**src/rtl/alu_shift_seq.sv**
```systemverilog
// alu_shift_seq: one-at-a-time ALU sequencer for the core.
// Add/sub/compare finish in one or two execute cycles.
// Shifts are iterated in 4-bit and/or 1-bit steps instead of using a barrel shifter.
// A valid/ready request port feeds the block and a valid/ready response port drains it.
module alu_shift_seq #(
    parameter int TWO_STAGE_SHIFT = 1,  // 1: step by 4 while count>=4, then by 1
    parameter int TWO_CYCLE_ALU   = 0   // 1: add/sub/compare spend one EXEC cycle
) (
    input  logic        clk,
    input  logic        resetn,
    input  logic        req_valid,
    output logic        req_ready,
    input  logic [2:0]  req_op,
    input  logic [31:0] req_op1,
    input  logic [31:0] req_op2,
    input  logic        flush,
    output logic        rsp_valid,
    input  logic        rsp_ready,
    output logic [31:0] rsp_data,
    output logic        rsp_cmp,
    output logic        busy,
    output logic [31:0] op_count
);

    // FSM encoding
    localparam logic [1:0] S_IDLE  = 2'd0;
    localparam logic [1:0] S_EXEC  = 2'd1;
    localparam logic [1:0] S_SHIFT = 2'd2;
    localparam logic [1:0] S_DONE  = 2'd3;

    // Operation encoding
    localparam logic [2:0] OP_ADD = 3'd0;
    localparam logic [2:0] OP_SUB = 3'd1;
    localparam logic [2:0] OP_SLL = 3'd2;
    localparam logic [2:0] OP_SRL = 3'd3;
    localparam logic [2:0] OP_SRA = 3'd4;
    localparam logic [2:0] OP_EQ  = 3'd5;
    localparam logic [2:0] OP_LTS = 3'd6;
    localparam logic [2:0] OP_LTU = 3'd7;

    logic [1:0]  state_q, state_d;
    logic [2:0]  op_q, op_d;
    logic [31:0] op1_q, op1_d;
    logic [31:0] op2_q, op2_d;
    logic [31:0] shift_q, shift_d;
    logic [4:0]  cnt_q, cnt_d;
    logic [31:0] rsp_data_q, rsp_data_d;
    logic        rsp_cmp_q, rsp_cmp_d;
    logic [31:0] op_count_q, op_count_d;

    function automatic logic is_shift(input logic [2:0] op);
        return (op == OP_SLL) || (op == OP_SRL) || (op == OP_SRA);
    endfunction

    // ------------------------------------------------------------------
    // ALU datapath. In IDLE it works directly on the request so the
    // single-cycle variant can register its result at the accept edge;
    // in EXEC it works on the latched operands.
    // ------------------------------------------------------------------
    logic [2:0]  alu_op;
    logic [31:0] alu_a;
    logic [31:0] alu_b;
    logic [31:0] alu_res;
    logic        alu_cmp;

    // Select ALU operands: live request while idle, latched copy otherwise
    always_comb begin
        if (state_q == S_IDLE) begin
            alu_op = req_op;
            alu_a  = req_op1;
            alu_b  = req_op2;
        end else begin
            alu_op = op_q;
            alu_a  = op1_q;
            alu_b  = op2_q;
        end
    end

    // Compute add/sub/compare result; compares return {31'b0, cmp}
    always_comb begin
        alu_cmp = 1'b0;
        alu_res = 32'd0;
        case (alu_op)
            OP_ADD: alu_res = alu_a + alu_b;
            OP_SUB: alu_res = alu_a - alu_b;
            OP_EQ:  alu_cmp = (alu_a == alu_b);
            OP_LTS: alu_cmp = ($signed(alu_a) < $signed(alu_b));
            OP_LTU: alu_cmp = (alu_a < alu_b);
            default: alu_res = 32'd0;
        endcase
        if ((alu_op == OP_EQ) || (alu_op == OP_LTS) || (alu_op == OP_LTU)) begin
            alu_res = {31'd0, alu_cmp};
        end
    end

    // ------------------------------------------------------------------
    // Iterative shifter: per-bit wiring of the 1-bit and 4-bit step
    // candidates. Right shifts fill with the original sign bit for SRA
    // and with zero for SRL.
    // ------------------------------------------------------------------
    logic        fill_bit;
    logic        step4;
    logic [31:0] sll1, sll4, sr1, sr4;

    assign fill_bit = (op_q == OP_SRA) ? op1_q[31] : 1'b0;

    generate
        if (TWO_STAGE_SHIFT != 0) begin : g_two_stage
            assign step4 = (cnt_q >= 5'd4);
        end else begin : g_one_stage
            assign step4 = 1'b0;
        end
    endgenerate

    genvar gi;
    generate
        for (gi = 0; gi < 32; gi++) begin : g_step
            if (gi >= 1) begin : g_l1
                assign sll1[gi] = shift_q[gi-1];
            end else begin : g_l1z
                assign sll1[gi] = 1'b0;
            end
            if (gi >= 4) begin : g_l4
                assign sll4[gi] = shift_q[gi-4];
            end else begin : g_l4z
                assign sll4[gi] = 1'b0;
            end
            if (gi <= 30) begin : g_r1
                assign sr1[gi] = shift_q[gi+1];
            end else begin : g_r1f
                assign sr1[gi] = fill_bit;
            end
            if (gi <= 27) begin : g_r4
                assign sr4[gi] = shift_q[gi+4];
            end else begin : g_r4f
                assign sr4[gi] = fill_bit;
            end
        end
    endgenerate

    // ------------------------------------------------------------------
    // Next-state logic
    // ------------------------------------------------------------------
    // Sequence IDLE -> (EXEC | SHIFT) -> DONE -> IDLE, with flush override
    always_comb begin
        state_d    = state_q;
        op_d       = op_q;
        op1_d      = op1_q;
        op2_d      = op2_q;
        shift_d    = shift_q;
        cnt_d      = cnt_q;
        rsp_data_d = rsp_data_q;
        rsp_cmp_d  = rsp_cmp_q;
        op_count_d = op_count_q;

        case (state_q)
            S_IDLE: begin
                if (req_valid) begin
                    op_d    = req_op;
                    op1_d   = req_op1;
                    op2_d   = req_op2;
                    shift_d = req_op1;
                    cnt_d   = req_op2[4:0];
                    if (is_shift(req_op)) begin
                        state_d = S_SHIFT;
                    end else if (TWO_CYCLE_ALU != 0) begin
                        state_d = S_EXEC;
                    end else begin
                        state_d    = S_DONE;
                        rsp_data_d = alu_res;
                        rsp_cmp_d  = alu_cmp;
                    end
                end
            end
            S_EXEC: begin
                state_d    = S_DONE;
                rsp_data_d = alu_res;
                rsp_cmp_d  = alu_cmp;
            end
            S_SHIFT: begin
                if (cnt_q == 5'd0) begin
                    state_d    = S_DONE;
                    rsp_data_d = shift_q;
                    rsp_cmp_d  = 1'b0;
                end else if (step4) begin
                    shift_d = (op_q == OP_SLL) ? sll4 : sr4;
                    cnt_d   = cnt_q - 5'd4;
                end else begin
                    shift_d = (op_q == OP_SLL) ? sll1 : sr1;
                    cnt_d   = cnt_q - 5'd1;
                end
            end
            S_DONE: begin
                if (rsp_ready) begin
                    state_d    = S_IDLE;
                    op_count_d = op_count_q + 32'd1;
                end
            end
            default: state_d = S_IDLE;
        endcase

        // An abort drops the operation without a response or count;
        // it has no effect while idle, so a same-cycle request still lands.
        if (flush && (state_q != S_IDLE)) begin
            state_d    = S_IDLE;
            op_count_d = op_count_q;
        end
    end

    // State and datapath registers, cleared asynchronously by resetn
    always_ff @(posedge clk or negedge resetn) begin
        if (!resetn) begin
            state_q    <= S_IDLE;
            op_q       <= 3'd0;
            op1_q      <= 32'd0;
            op2_q      <= 32'd0;
            shift_q    <= 32'd0;
            cnt_q      <= 5'd0;
            rsp_data_q <= 32'd0;
            rsp_cmp_q  <= 1'b0;
            op_count_q <= 32'd0;
        end else begin
            state_q    <= state_d;
            op_q       <= op_d;
            op1_q      <= op1_d;
            op2_q      <= op2_d;
            shift_q    <= shift_d;
            cnt_q      <= cnt_d;
            rsp_data_q <= rsp_data_d;
            rsp_cmp_q  <= rsp_cmp_d;
            op_count_q <= op_count_d;
        end
    end

    assign req_ready = (state_q == S_IDLE);
    assign busy      = (state_q != S_IDLE);
    assign rsp_valid = (state_q == S_DONE);
    assign rsp_data  = rsp_data_q;
    assign rsp_cmp   = rsp_cmp_q;
    assign op_count  = op_count_q;

endmodule
```
**config.mk**
```make
export PLATFORM = sky130hd
export DESIGN_NAME = alu_shift_seq
export DESIGN_NICKNAME = d
export VERILOG_FILES = /design/src/rtl/alu_shift_seq.sv
export SDC_FILE = /design/constraint.sdc
export NUM_CORES = 1
export LEC_CHECK = 0
export BUFFER_PORTS_ARGS = -buffer_cell sky130_fd_sc_hd__buf_2
export CAP_MARGIN = 10
export CORE_AREA = 2 2 181 183
export CTS_CLUSTER_SIZE = 16
export DETAILED_ROUTE_END_ITERATION = 12
export DIE_AREA = 0 0 183 185
export GPL_ROUTABILITY_DRIVEN = 0
export GPL_TIMING_DRIVEN = 0
export SLEW_MARGIN = 10
export SYNTH_ARGS = -nofsm -noshare
export SYNTH_HDL_FRONTEND = slang
export SYNTH_SLANG_ARGS = --single-unit
```
**constraint.sdc**
```tcl
create_clock -name clk -period 11.7 [get_ports clk]
set_input_delay 0.585 -clock clk [delete_from_list [all_inputs] [get_ports clk]]
set_output_delay 0.585 -clock clk [all_outputs]
set_load 0.005 [all_outputs]
```
# ---- Word-level counts from Yosys, hierarchy flattened
# Cells that the tools add are included.
dict set report classes {
  add_sub_neg 5
  n_lt_le_gt_ge 3
  eq_ne 20
  mux 31
  bitwise 1
  n_reduce_logical 16
}
# op count
set ops {}
lappend ops {{32-bit 2-to-1 mux} 11}
lappend ops {{32-bit case mux with 2 select lines} 2}
lappend ops {{32-bit case mux with 3 select lines} 1}
lappend ops {{32-bit < comparator} 2}
lappend ops {{32-bit by 1-bit adder with 32-bit output, second input constant} 1}
lappend ops {{32-bit adder} 1}
lappend ops {{32-bit == test} 1}
lappend ops {{32-bit subtractor} 1}
lappend ops {{3-bit == test, second input constant} 5}
lappend ops {{5-bit 2-to-1 mux} 3}
lappend ops {{5-bit case mux with 2 select lines} 1}
lappend ops {{3-bit by 2-bit == test with 1-bit output, second input constant} 3}
lappend ops {{3-bit AND reduction} 3}
lappend ops {{2-bit 2-to-1 mux} 4}
lappend ops {{2-bit inequality test, second input constant} 4}
lappend ops {{2-bit case mux with 4 select lines} 1}
lappend ops {{1-bit case mux with 3 select lines} 2}
lappend ops {{5-bit by 3-bit greater-or-equal comparator with 1-bit output, second input constant} 1}
lappend ops {{5-bit zero test} 1}
lappend ops {{1-bit 2-to-1 mux} 5}
lappend ops {{5-bit by 1-bit subtractor with 5-bit output, second input constant} 1}
lappend ops {{5-bit by 3-bit subtractor with 5-bit output, second input constant} 1}
lappend ops {{2-bit == test, second input constant} 2}
lappend ops {{1-bit logical OR} 4}
lappend ops {{other kinds (14)} 15}
dict set report word_totals {
  regBits 171
  inputBits 72
  elab_cells 85
}

# ---- Logic depth before layout (Yosys ltp)
# Gate-level depths: netlist (run 1).
dict set report depth {
  ltp_word 9
  mapped_depth 19
  mapped_depth_nobuf 16
}

# ---- Worst setup path before layout (run 1)
# Ideal clock, no wire load.
dict set report synth_timing {
  path_kind {register to register}
  from {reg state_q[0]}
  to {reg rsp_data_q[17], in the netlist rsp_data[17]}
  setup_ps 126
  arrival_time_ps 4113
  slack_ps 7461
  stages_incl_launch_ff 18
  n_path_buf 3
  path_cell_list {dfrtp_1 -> inv_1 -> ha_1 -> buf_2 -> clkbuf_1 -> clkbuf_1 -> mux2i_1 -> inv_1 -> ha_1 -> nor2_1 -> nor3_1 -> o21a_1 -> a211o_1 -> a2111oi_0 -> o21bai_1 -> xnor2_1 -> a221oi_1 -> nor2_1}
}
dict set report synth_via {
  elab_chain_cells 9
  word_cells_on_any_way 25
  classes_between {add/sub (2); eq/ne (9); mux (8); reduce/logical (6)}
}
# item line_no
set synth_rtl {}
lappend synth_rtl {{start, declared} 41} ;# logic [1:0] state_q, state_d;
lappend synth_rtl {{start signal, assigned} 223} ;# state_q <= state_d;
lappend synth_rtl {{2-bit zero test *} n/a}
lappend synth_rtl {{net req_ready} 12} ;# output logic req_ready,
lappend synth_rtl {{branches (longest 8 deep; another with 32-bit subtractor)} n/a}
lappend synth_rtl {{end signal, assigned} 229} ;# rsp_data_q <= rsp_data_d;
lappend synth_rtl {{end, declared} 47} ;# logic [31:0] rsp_data_q, rsp_data_d;
# Mark *: on every way through the listed nets, which the timed path passes. The select of a mux whose other input is x is not followed.
# A chain may end at the register's enable or synchronous reset.

# ---- Final worst setup path (run 1)
dict set report layout_timing {
  from {reg state_q[0]}
  to {reg rsp_data_q[22], in the netlist rsp_data[22]}
}
dict set report layout_via {
  elab_chain_cells 9
  word_cells_on_any_way 25
  classes_between {add/sub (2); eq/ne (9); mux (8); reduce/logical (6)}
}
# item
set layout_rtl {}
lappend layout_rtl {{branches (longest 9 deep; another with 32-bit subtractor)}}
# Parallel ways; which one is timed is not known. The select of a mux whose other input is x is not followed.

==> flow_metrics.tcl, run 1 <==
set metrics [dict create \
    status "finished clean" \
    cp_top_family "buffers and inverters" \
    yosysWarnings 0 \
    drt_iter0_markers 1030 \
    cts_buffers 17 \
    rsz0062_at_grt "false" \
    drive_above_1_share_pct 25.9 \
    cts_resized 0 \
    htree_levels 4 \
    ys.flop_type "dfrtp_1" \
    cts_root_buf "clkbuf_16" \
    grtUsageTotal_pct 23.3 \
    syn_area_um2 12600 \
    antenna_found_initial 0 \
    area_delta_synth_final_pct 14.5 \
    rows 66 \
    postSynthAreaPerCell_um2 9.66 \
    maxCapViolCount 0 \
    portBuffers 139 \
    grt_max_degree 92 \
    arrival_ns 6.37 \
    fmax_mhz 165 \
    max_stage_delay_ns 0.85 \
    syn_nets 1451 \
    synth_cells 1305 \
    whs_ns 0.136 \
    cpMaxStageDelayCell "clkbuf_1" \
    cts_sinks 171 \
    skew_ns 0.00905 \
    dr.pass1.iters 5 \
    die_h_um 185 \
    cp-end-kind "flip-flop" \
    fin_crit_sh_pct 51.7 \
    async_flop_share_pct 100 \
    critical_path_class "reg -> reg" \
    crit_buf_inv 5 \
    cp_cell_sequence "inv_1 -> ha_1 -> buf_2 -> clkbuf_1 -> clkbuf_1 -> mux2_2 -> ha_1 -> buf_2 -> a21oi_1 -> nor2_1 -> a211oi_2 -> a21oi_2 -> o41ai_2 -> mux2i_1 -> xor2_1 -> a221oi_1 -> nor2_1" \
    nets 1610 \
    nFillCells 3098 \
    drc_errors 0 \
    clock_latency_ns 0.45 \
    timing.setup.tns_ns 0 \
    place_hpwl_um 29800 \
    crit_required_ns 12.02 \
    ys_types 90 \
    start_util_pct 39.3 \
    finalHoldViolations 0 \
    worst_pin_slew_ns 1.16 \
    vias 10900 \
    drt_wl_total_um 39200 \
    wl_per_cell_um 20.8 \
    synth_edf_count 0 \
    cts_buffer_depth 2 \
    slew_violations 0 \
    routed_via_density 5.79 \
    maxSlewHeadroom_pct 22.3 \
    route.antenna.remaining_nets 0 \
    cts_hold_buffers 0 \
    fin_crit_ns 6.05 \
    synth_top_area_share_pct 34.0 \
    cts_tree "done" \
    worstPathMaxFanout 10 \
    grt_pass1_wl_um 60600 \
    hold_class "in -> async" \
    clk_pin_slew_ns 0.07 \
    setup_violations 0 \
    n_antenna_cell 0 \
    pin_count 140 \
    grt_pass1_vias 10700 \
    start_kind "flip-flop" \
    ys_ff_latch 171 \
    die_area_um2 33900 \
    post_cts_buffers 0 \
    die_width_um 183 \
    overflow 0 \
    yosysTopAreaCell "dfrtp_1" \
    synth_area_leaders "dfrtp_1 (34%), mux2_2 (12%), ha_1 (7.1%), mux4_2 (4.3%), a21oi_1 (3.6%)" \
    synth_seq_area_share_pct 34.0 \
    core-area_um2 32000 \
]
-- cell usage after synthesis, types with 6 or more instances --
cell type and n:
mux2_2 132, nand2_1 100, nor3_1 19, a21oi_1 90, xor2_1 9, nor2_1 97
a21o_1 14, xnor2_1 51, o21bai_1 15, o211ai_1 8, buf_4 8, o21ai_1 7
nand2b_1 13, buf_1 6, mux2i_1 41, clkbuf_1 52, nor4_1 6, o21ai_0 75
o311ai_0 6, and3_1 19, dfrtp_1 171, mux4_2 24, nor2b_1 8, o21a_1 6
inv_1 65, nand4_1 14, a221oi_1 17, ha_1 72, a31oi_1 14, nand3_1 30
-- state kept, by name (all words and copies together) (netlist names) --
signal,flops
state_q,2
rsp_data,32
op2_q,32
rsp_cmp,1
op1_q,32
op_q,3
shift_q,32
op_count,32
cnt_q,5
-- cell families after synthesis --
| kind of cell | count (synthesis) | synth area share [%] |
|---|---|---|
| AOI/OAI and AO/OA | 318 | 17.3 |
| xor gates and xnor gates | 60 | 4.17 |
| adders and majority gates | 74 | 7.47 |
| buffers and inverters | 147 | 4.92 |
| DFF | 171 | 34.0 |
| muxes | 197 | 19.3 |
| and+or+nand+nor | 338 | 12.9 |
-- per-stage QoR --
step                area (um2)  util, %  setup WS, ns  cells
floorplan                12600        -          7.46   1305
global placement         13800     43.1          5.82   1852
detailed placement       13800     43.2          5.77   1853
CTS                      14400     45.0          5.76   1885
global route             14400     45.0          5.46   1885
finish                   14400     45.0          5.65   1885
-- layout make-up --
cell class                      instances  area, um2  share of cell area [%]
Clock buffer                           23        498                    3.45
Tap cell                              408        510                    3.54
Timing Repair Buffer                  140        733                    5.08
Sequential cell                       171       4280                    29.7
Clock inverter                          9       86.3                   0.598
Multi-Input combinational cell        987       7700                    53.4
Buffer                                 76        349                    2.42
Inverter                               71        272                    1.88
-- path summary, 6_finish.rpt --
check,startpoint,to,slack (ns),depth (start not counted)
setup / recovery,state_q[0],rsp_data[22],5.65,17
hold / removal,resetn,op_count[0],0.14,1
setup reg to reg,state_q[0],rsp_data[22],5.65,17
hold reg to reg,op_count[31],op_count[31],0.46,1
max in group asynchronous,resetn,op1_q[14],10.65,2
min in group clk,req_op2[26],op2_q[26],0.37,2
-- per-layer routing --
| layer | wire length (um) | share of wire [%] | track usage (%) |
|---|---|---|---|
| met4 | 1760 | 4.5 | 10.6 |
| met5 | 0 | 0 | 0 |
| met2 | 17400 | 44 | 36.9 |
| met1 | 17600 | 45 | 31.3 |
| met3 | 2430 | 6.2 | 4.09 |
-- cells in the final DEF, fill, tap and decap left out, types with 19 or more instances in the layout --
cell	n
nand2_1	100
nor2_1	97
buf_2	143
nor3_1	19
inv_1	65
a21oi_1	90
dfrtp_1	171
mux2_2	132
xnor2_1	51
clkbuf_1	53
mux2i_1	41
ha_1	72
mux4_2	24
and3_1	19
o21ai_0	75
nand3_1	30
Power of run 1 is not shown: default switching activity piles up to over one toggle a cycle in this logic, so the estimate is an artifact.
==> run 2: changes to the inputs <==
==> constraint.sdc (replaced) <==
create_clock -name clk -period 5.09 [get_ports clk]
set_input_delay 0.2545 -clock clk [delete_from_list [all_inputs] [get_ports clk]]
set_output_delay 0.2545 -clock clk [all_outputs]
set_load 0.005 [all_outputs]
==> flow_metrics.tcl, run 2 (synthesis gave the netlist of run 1 again) <==
set metrics [dict create \
    fin_ws_ns 0.274 \
    crit_required_ns 5.46 \
    crit_buf_inv 6 \
    clock_latency_ns 0.45 \
    cp_cell_sequence "inv_1 -> ha_1 -> clkbuf_4 -> clkbuf_4 -> clkbuf_4 -> mux2_2 -> ha_1 -> buf_4 -> inv_2 -> a21oi_1 -> o31ai_1 -> a221oi_2 -> a21oi_2 -> o2111ai_2 -> a31oi_1 -> or4_1 -> o211ai_1" \
    start_kind "flip-flop" \
    fin_crit_ns 4.82 \
    area_delta_synth_final_pct 15.2 \
    finalHoldViolations 0 \
    dp_slack_ns -0.836 \
    fin_crit_sh_pct 94.6 \
    nets 1611 \
    critical_path_class "reg -> reg" \
    hold_class "in -> reg" \
    setup_violations 0 \
    start_util_pct 39.3 \
    clk_pin_slew_ns 0.07 \
    pin_count 140 \
    status "finished clean" \
    rsz0062_at_grt "false" \
    dpl_cell_area_um2 13800 \
    worstPathMaxFanout 10 \
    drt_iter0_markers 1012 \
    fmax_mhz 208 \
    crit_end "rsp_data[27]" \
    cp-end-kind "flip-flop" \
    grt_pass1_wl_um 60600 \
    n_antenna_cell 0 \
    reg2reg_depth 17 \
    max_stage_delay_ns 0.52 \
    wl_per_cell_um 20.8 \
    cts_buffer_depth 2 \
    rows 66 \
    crit_start "state_q[0]" \
    worst_pin_slew_ns 1.14 \
    arrival_ns 5.19 \
    maxSlewHeadroom_pct 23.6 \
    cts_sinks 171 \
    final_common_cell "dfrtp_1" \
    maxCapViolCount 0 \
    mostFrequentLayoutCells "dfrtp_1 (171), buf_2 (142), mux2_2 (132)" \
    htree_levels 4 \
    cts_tree "done" \
    dr.pass1.iters 8 \
    cpMaxStageDelayCell "or4_1" \
    overflow 0 \
    vias 10900 \
    utilization_pct 45.3 \
    drive_above_1_share_pct 26.9 \
    rr_endpoint "rsp_data[27]" \
    antenna_found_initial 0 \
    grtUsageTotal_pct 23.3 \
    cp.depth 17 \
    place_hpwl_um 29800 \
    drt_wl_total_um 39300 \
    cp_top_family "compound AO/OA/AOI/OAI gates" \
    die_area_um2 33900 \
    die_width_um 183 \
    drc_errors 0 \
    route.antenna.remaining_nets 0 \
    cts_root_buf "clkbuf_16" \
    cts_buffers 17 \
    core-area_um2 32000 \
    routed_via_density 5.79 \
    reg2reg_from "state_q[0]" \
    ff2ff_setup_slack_ns 0.27 \
    portBuffers 139 \
    grt_pass1_vias 10700 \
    slew_violations 0 \
    die_h_um 185 \
    skew_ns 0.00837 \
    grt_max_degree 92 \
    crit_top_cell "clkbuf_4" \
    post-route-cell-area_um2 14500 \
]
==> run 2: stage by stage <==
stage	instances	TNS, ns	hold slack [ns]
final	1886	0	0.0406
after global routing	1886	0	0.0371
after CTS	1886	0	0.0277
after detailed placement	1853	-11.08	0.309
after global placement	1852	-10.00	0.460
after floorplan	1305	0	-0.0411
==> run 2: repair_timing <==
action,CTS,global route
buffers inserted,0,1
pin swaps,0,1
endpoints found under the setup margin,26,14
hold buffers,1,0
gates resized for setup,12,13
endpoints found under the hold margin,80,0
==> run 2: worst min-delay path by stage <==
stage | start | to | slack (ns) | cells past startpoint
finish | req_op2[26] | op2_q[26] | 0.04 | 2
global route | req_op2[25] | op2_q[25] | 0.04 | 2
CTS | req_op2[15] | op2_q[15] | 0.03 | 2
detailed placement | resetn | op_count[0] | 0.31 | 1
global placement | op_count[31] | op_count[31] | 0.46 | 1
floorplan | resetn | cnt_q[0] | -0.04 | 0
==> run 2: metal layers <==
| metal | vias to the layer above | global-route usage, % | routed length, um |
|---|---|---|---|
| met1 | 5286 | 31.3 | 17500 |
| met4 | 0 | 10.6 | 1730 |
| met2 | 459 | 36.9 | 17500 |
| met3 | 102 | 4.09 | 2560 |
| li1 | 5067 | - | - |
| met5 | - | 0 | 0 |
==> run 2: layout make-up <==
| cell class | instances | area [um2] |
|---|---|---|
| inverter | 71 | 272 |
| sequential | 171 | 4280 |
| buffer | 75 | 370 |
| clock buffer | 23 | 498 |
| tap | 408 | 510 |
| fill | 3089 | 17500 |
| clock inverter | 9 | 86.3 |
| multi-input combinational | 987 | 7750 |
| timing repair buffer | 142 | 751 |
==> run 2: worst register-to-register path: cells and delay by family (launching register included) <==
kind | cells | cell delay [ns]
mux | 1 | 0.39
simple gates | 1 | 0.52
flops | 1 | 0.42
compound gates | 7 | 1.66
fa+ha+maj | 2 | 0.54
buf+inv | 6 | 1.22
Power of run 2 is left out for the same reason.
